## config.mk

```make
export PLATFORM = sky130hd
export DESIGN_NAME = sram_arbiter
export DESIGN_NICKNAME = d
export VERILOG_FILES = /design/src/rtl/sram_arbiter.sv
export SDC_FILE = /design/constraint.sdc
export NUM_CORES = 1
export LEC_CHECK = 0
export BUFFER_PORTS_ARGS = -buffer_cell sky130_fd_sc_hd__buf_2
export CORE_AREA = 2 2 119 121
export DETAILED_ROUTE_END_ITERATION = 6
export DIE_AREA = 0 0 121 123
export PLACE_DENSITY_LB_ADDON = 0.08
export SETUP_SLACK_MARGIN = 0.02
export SYNTH_ARGS = -nofsm -noshare
export SYNTH_HDL_FRONTEND = slang
export SYNTH_SLANG_ARGS = --single-unit
```

## constraint.sdc

```tcl
create_clock -name clk -period 2.09 [get_ports clk]
set_clock_uncertainty 0.05 [all_clocks]
set_input_delay 0.1045 -clock clk [delete_from_list [all_inputs] [get_ports clk]]
set_output_delay 0.1045 -clock clk [all_outputs]
set_load 0.02 [all_outputs]
```

## src/rtl/sram_arbiter.sv

```systemverilog
// sram_arbiter: shares one single-port SRAM between instruction fetch and
// load/store. Data wins ties after reset; a fetch that loses a contended
// cycle is guaranteed to win the next one. Read data returns one cycle after
// the grant and is steered to whichever side issued the read.
module sram_arbiter (
    input  logic        clk,
    input  logic        rst,
    input  logic        inst_req,
    input  logic [31:0] inst_addr,
    input  logic        data_req,
    input  logic [3:0]  data_wen,
    input  logic [31:0] data_addr,
    input  logic [31:0] data_wdata,
    input  logic        mem_ready,
    output logic        mem_en,
    output logic [3:0]  mem_wen,
    output logic [31:0] mem_addr,
    output logic [31:0] mem_wdata,
    input  logic [31:0] mem_rdata,
    output logic [31:0] inst_rdata,
    output logic        inst_rvalid,
    output logic [31:0] data_rdata,
    output logic        data_rvalid,
    output logic        stallreq_inst,
    output logic        stallreq_data,
    output logic [31:0] conflict_cnt
);

    typedef enum logic [1:0] {
        OWN_NONE = 2'd0,
        OWN_INST = 2'd1,
        OWN_DATA = 2'd2
    } own_e;

    logic        prio_inst_q, prio_inst_d;
    own_e        resp_own_q, resp_own_d;
    logic [31:0] conflict_cnt_q, conflict_cnt_d;

    logic        grant_inst;
    logic        grant_data;
    logic        contended;

    // Grant decision, SRAM drive, stalls and next-state for all registers.
    always_comb begin
        // NOTE: every signal gets a default first so no path leaves it
        // unassigned; a missing default here would infer a latch.
        grant_inst     = 1'b0;
        grant_data     = 1'b0;
        contended      = 1'b0;
        mem_en         = 1'b0;
        mem_wen        = 4'b0000;
        mem_addr       = 32'h0;
        mem_wdata      = 32'h0;
        stallreq_inst  = 1'b0;
        stallreq_data  = 1'b0;
        prio_inst_d    = prio_inst_q;
        resp_own_d     = OWN_NONE;
        conflict_cnt_d = conflict_cnt_q;

        if (!rst) begin
            // Only one requester can win; prio_inst breaks ties.
            if (mem_ready) begin
                if (inst_req && (!data_req || prio_inst_q)) begin
                    grant_inst = 1'b1;
                end else if (data_req) begin
                    grant_data = 1'b1;
                end
            end

            contended = inst_req && data_req && mem_ready;

            if (grant_inst) begin
                mem_en    = 1'b1;
                mem_addr  = inst_addr;
            end else if (grant_data) begin
                mem_en    = 1'b1;
                mem_wen   = data_wen;
                mem_addr  = data_addr;
                mem_wdata = data_wdata;
            end

            stallreq_inst = inst_req && !grant_inst;
            stallreq_data = data_req && !grant_data;

            // A fetch that loses gets priority next time; any fetch grant
            // hands priority back to data.
            if (grant_inst) begin
                prio_inst_d = 1'b0;
            end else if (grant_data && inst_req) begin
                prio_inst_d = 1'b1;
            end

            // Writes return nothing, so only reads claim the response slot.
            if (grant_inst) begin
                resp_own_d = OWN_INST;
            end else if (grant_data && (data_wen == 4'b0000)) begin
                resp_own_d = OWN_DATA;
            end

            if (contended && (conflict_cnt_q != 32'hFFFF_FFFF)) begin
                conflict_cnt_d = conflict_cnt_q + 32'd1;
            end
        end
    end

    // State registers with synchronous reset.
    always_ff @(posedge clk) begin
        // NOTE: state is updated with non-blocking assignments so every
        // register samples the pre-edge values of the others.
        if (rst) begin
            prio_inst_q    <= 1'b0;
            resp_own_q     <= OWN_NONE;
            conflict_cnt_q <= 32'h0;
        end else begin
            prio_inst_q    <= prio_inst_d;
            resp_own_q     <= resp_own_d;
            conflict_cnt_q <= conflict_cnt_d;
        end
    end

    // Return-path steering; gated by rst so a read granted just before
    // reset never surfaces.
    always_comb begin
        inst_rvalid = !rst && (resp_own_q == OWN_INST);
        data_rvalid = !rst && (resp_own_q == OWN_DATA);
        inst_rdata  = inst_rvalid ? mem_rdata : 32'h0;
        data_rdata  = data_rvalid ? mem_rdata : 32'h0;
    end

    assign conflict_cnt = conflict_cnt_q;

endmodule

```

# Yosys cells after proc, flatten, opt, wreduce, memory -nomap -nowiden
# Index checks and enable logic that the tools add are counted.
# Widths: inputs -> output; s select.
[totals]
register_bits = 35
latch_bits = 0
mem_bits_rw = 0
rom_bits = 0
in_bits = 137
out_inout_bits = 169
elab_cells = 50
memories = 0
[op_classes]
add_sub_neg = 1
n_mul = 0
div = 0
order_cmp = 0
n_eq_ne = 3
shift = 0
n_mux = 25
n_bitwise = 0
n_reduce_logical = 17
[ops]
columns = ["cell", "count"]
rows = [
  ["$mux 32", 8],
  ["$add 32x1->32 const B", 1],
  ["$ne 32x32->1 const B", 1],
  ["$mux 1", 13],
  ["$mux 4", 3],
  ["$logic_and 1x1->1", 10],
  ["$logic_not 1->1", 4],
  ["$logic_not 4->1", 1],
  ["$eq 2x1->1 const B", 1],
  ["$eq 2x2->1 const B", 1],
  ["$mux 2", 1],
  ["$reduce_or 2->1", 1],
  ["$logic_or 1x1->1", 1],
]

# Logic depth before layout (Yosys ltp)
[logic_depth]
depth_word = 9
mapped_depth = 8
mapped_depth_nobuf = 6

# Least setup slack after synthesis
# OpenSTA, ideal clock, no wires.
[synth_timing]
path_type = "register to register"
startpoint = "register conflict_cnt_q[0], in the netlist conflict_cnt[0]"
endpoint = "register conflict_cnt_q[17], in the netlist conflict_cnt[17]"
setup_ps = 121
arrival_ps = 2073
t_required_ps = 1919
slack_ps = -155
path_stages_with_launch = 8
period_less_slack_ps = 2245
cell_sequence = "dfxtp_1 > ha_1 > nand4_1 > or4_4 > o31ai_4 > buf_6 > nor3_1 > mux2_4"
[synth_via]
elab_chain_cells = 2
word_cells_on_any_way = 3
classes_between = "1 x add/sub; 1 x eq/ne; 1 x reduce/logical"
[synth_lines]
columns = ["item", "line_no", "source"]
rows = [
  ["start, declared", "37", "logic [31:0] conflict_cnt_q, conflict_cnt_d;"],
  ["start signal, assigned", "117", "conflict_cnt_q <= conflict_cnt_d;"],
  ["parallel branches: the longest is 2 deep, another holds $add 32x1->32", "-", ""],
]
# Parallel ways; which one is timed is not known.
# A chain may end at the register's enable or synchronous reset.

# Worst setup path after layout
[layout_timing]
startpoint = "register conflict_cnt_q[0], in the netlist conflict_cnt[0]"
endpoint = "register conflict_cnt_q[14], in the netlist conflict_cnt[14]"
# Same word-level chain as after synthesis.

==> run summary <==
PnR Total Power: 1.95 mW
Peak VDD IR: 0.349 mV
P&R area growth vs syn: 86.1%
Starting DRT DRC Count: 231
period utilisation layout: 1.02
# DRC: 0
placeable core region: 13600 sq um
die span in y: 123 microns
clock buffer depth: 2
first-pass GRT wire length: 21900 microns
CP dominant cell by count: buf_4
Slew headroom: 0.693
num ports: 306
Initial Util: 0.207
CP Launch Type: register
slowest CP cell: or4_1
count of cell types in the netlist: 39
CTS clk-pin slew, worst paths: 0.06 ns
CTS Buf Count: 5
failing checks: negative setup slack
initial antenna violation count: 3
Leakage: 2.78 nW
Max-Cap Viols: 0
Post-Syn Area per Cell: 7.71 sq um
critical path, cell by cell: ha_4, nand4_1, nor4_2, buf_4, buf_4, nor4b_4, buf_6, clkbuf_16, or4_1, a21oi_1
Worst Tran Pin Value: 0.460 ns
# placed instances: 855
post-detailed-route wirelength per cell: 18.1 microns
share of cells above drive strength 1: 0.579
Die Width: 121 microns
max incr delay on CP: 0.49 ns
status: finished, violations left
largest net degree at the start of global routing: 53
synth warn: 0
kind of end point of the critical path: register
#FFs+latches synth: 35
standard-cell rows: 43
P per Cell Area: 371 nW/um^2
Final setup viols: 2
non-filler instance count after layout: 880
M1 WL: 6750 microns
via count: 4041
syn nets: 503
Die Area: 14900 sq um
Data required, critical path: 2.24 ns
gr ovfl total: 0
critical path arrival: 2.27 ns
worst-path fanout max: 4
setup_tns: -0.0372 ns
CTS Sinks: 35
Mapped Area: 2820 sq um
GRT Overall Usage: 0.194
clock root buffer: clkbuf_16
final setup margin: -0.0334 ns
RSZ-0062 raised after global routing: yes
DP Wirelength: 13200 microns
final wirelength: 16000 microns
DR top layer: met5
met2 wire len: 7780 microns
Final Net Count: 836
max-slew violations: 0
crit path kind: reg -> reg
drt pass-1 iters: 5
fmax: 471 MHz
synthesized instance count: 365
Port Buffers: 305
Tmin final: 2.12 ns
drt via density: 4.59
CTS tree: yes
met3 routed WL: 1150 microns
H-tree Lvls: 2
Routed Antenna Nets: 0
Placer Congestion: 0.921
final hold violations: 0
worst hold path class: in -> reg
worst skew pair latency: 0.28 ns
vias in the first global route: 3648
register area share after synthesis: 0.249
[sequential cells by signal (all words and copies together), names as in the netlist]
register,cells
resp_own_q,2
conflict_cnt,32
prio_inst_q,1
[cells in the final DEF (no fill, tap or decap), types with 10 or more instances in the layout]
cell / count
buf_2: 305
buf_4: 37
and2_1: 101
nand2_1: 13
or3_1: 13
dfxtp_1: 19
nand3_1: 12
o31ai_1: 12
nand4_1: 10
or4_1: 11
a22o_1: 32
a21oi_1: 26
[kinds of logic after synthesis]
logic type               Yosys count  share of synthesized area
AO/OA/AOI/OAI                     92                      0.229
buffers and inverters             28                     0.0436
XOR/XNOR                           1                    0.00311
adder cells (fa/ha/maj)            1                    0.00444
AND/OR/NAND/NOR                  205                      0.456
multiplexers                       3                     0.0147
flip-flops                        35                      0.249
[worst max-delay path: cells and delay by family, from the launching register on]
family | cells | cell delay (ns)
simple gates | 4 | 0.77
compound gates | 1 | 0.14
fa+ha+maj | 1 | 0.16
flops | 1 | 0.35
buf+inv | 4 | 0.57
[per-layer routing]
metal	vias up	global-route usage
met5	-	0
met4	4	0.0465
met3	17	0.0512
met2	147	0.321
met1	1866	0.250
li1	2007	-
[area by class of cell]
class | instances | area (sq um)
fillers | 1487 | 8370
multi-input cells | 302 | 2120
repair buffers | 351 | 1960
flip-flops and latches | 35 | 741
well taps | 180 | 225
clock buffers | 7 | 175
inverters | 3 | 11.3
clock inverters | 1 | 6.26
diodes | 1 | 2.50
[timing repair]
item,CTS,global route
hold buffers,0,0
cloned,0,3
pin swaps,2,21
gates resized for setup,1,27
setup endpoints to repair,3,82
buffers inserted,2,11
[power by group]
part | total, mW | internal (mW) | switching (mW) | leakage, nW
clock | 0.882 | 0.587 | 0.295 | 0.0907
sequential | 0.663 | 0.660 | 0.00242 | 0.293
combinational | 0.401 | 0.183 | 0.217 | 2.40
total | 1.95 | 1.43 | 0.515 | 2.78
[synth_stat cells, drive strengths merged]
| cell | number | area (sq um) |
|---|---|---|
| a21boi | 1 | 7.51 |
| a21oi | 28 | 140 |
| a22o | 32 | 280 |
| and2 | 101 | 632 |
| and3 | 3 | 18.8 |
| and3b | 1 | 8.76 |
| and4 | 5 | 43.8 |
| buf | 6 | 40.0 |
| clkbuf | 19 | 71.3 |
| dfxtp | 35 | 701 |
| ha | 1 | 12.5 |
| inv | 3 | 11.3 |
| mux2 | 3 | 41.3 |
| nand2 | 13 | 48.8 |
| nand3 | 12 | 60.1 |
| nand4 | 12 | 87.6 |
| nor2 | 8 | 30.0 |
| nor2b | 5 | 31.3 |
| nor3 | 4 | 20.0 |
| nor3b | 5 | 37.5 |
| nor4 | 2 | 12.5 |
| nor4b | 1 | 23.8 |
| o21a | 1 | 7.51 |
| o21ai | 13 | 65.1 |
| o21ba | 1 | 10.0 |
| o311ai | 1 | 8.76 |
| o31ai | 15 | 126 |
| or2 | 4 | 25.0 |
| or3 | 14 | 87.6 |
| or4 | 15 | 116 |
| xnor2 | 1 | 8.76 |
[path summary, 6_finish.rpt]
check	startpoint	endpoint	slack (ns)	cells after the start
max reg2reg	conflict_cnt[0]	conflict_cnt[14]	-0.03	10
min reg2reg	conflict_cnt[3]	conflict_cnt[3]	0.44	2
min	data_wen[3]	resp_own_q[1]	0.09	3
max	conflict_cnt[0]	conflict_cnt[14]	-0.03	10
[through the flow]
step / utilization / area (sq um) / setup WS, ns / hold slack, ns
2_1_floorplan: - / 2880 / 0.0178 / 0.262
3_3_place_gp: 0.352 / 4790 / 0.0275 / 0.382
3_5_place_dp: 0.352 / 4790 / -0.0378 / 0.384
4_1_cts: 0.367 / 5000 / 0.0206 / 0.0887
5_1_grt: 0.385 / 5240 / -0.102 / 0.0970
6_report: 0.385 / 5240 / -0.0334 / 0.0950
Power figures use the tool's default switching activity.
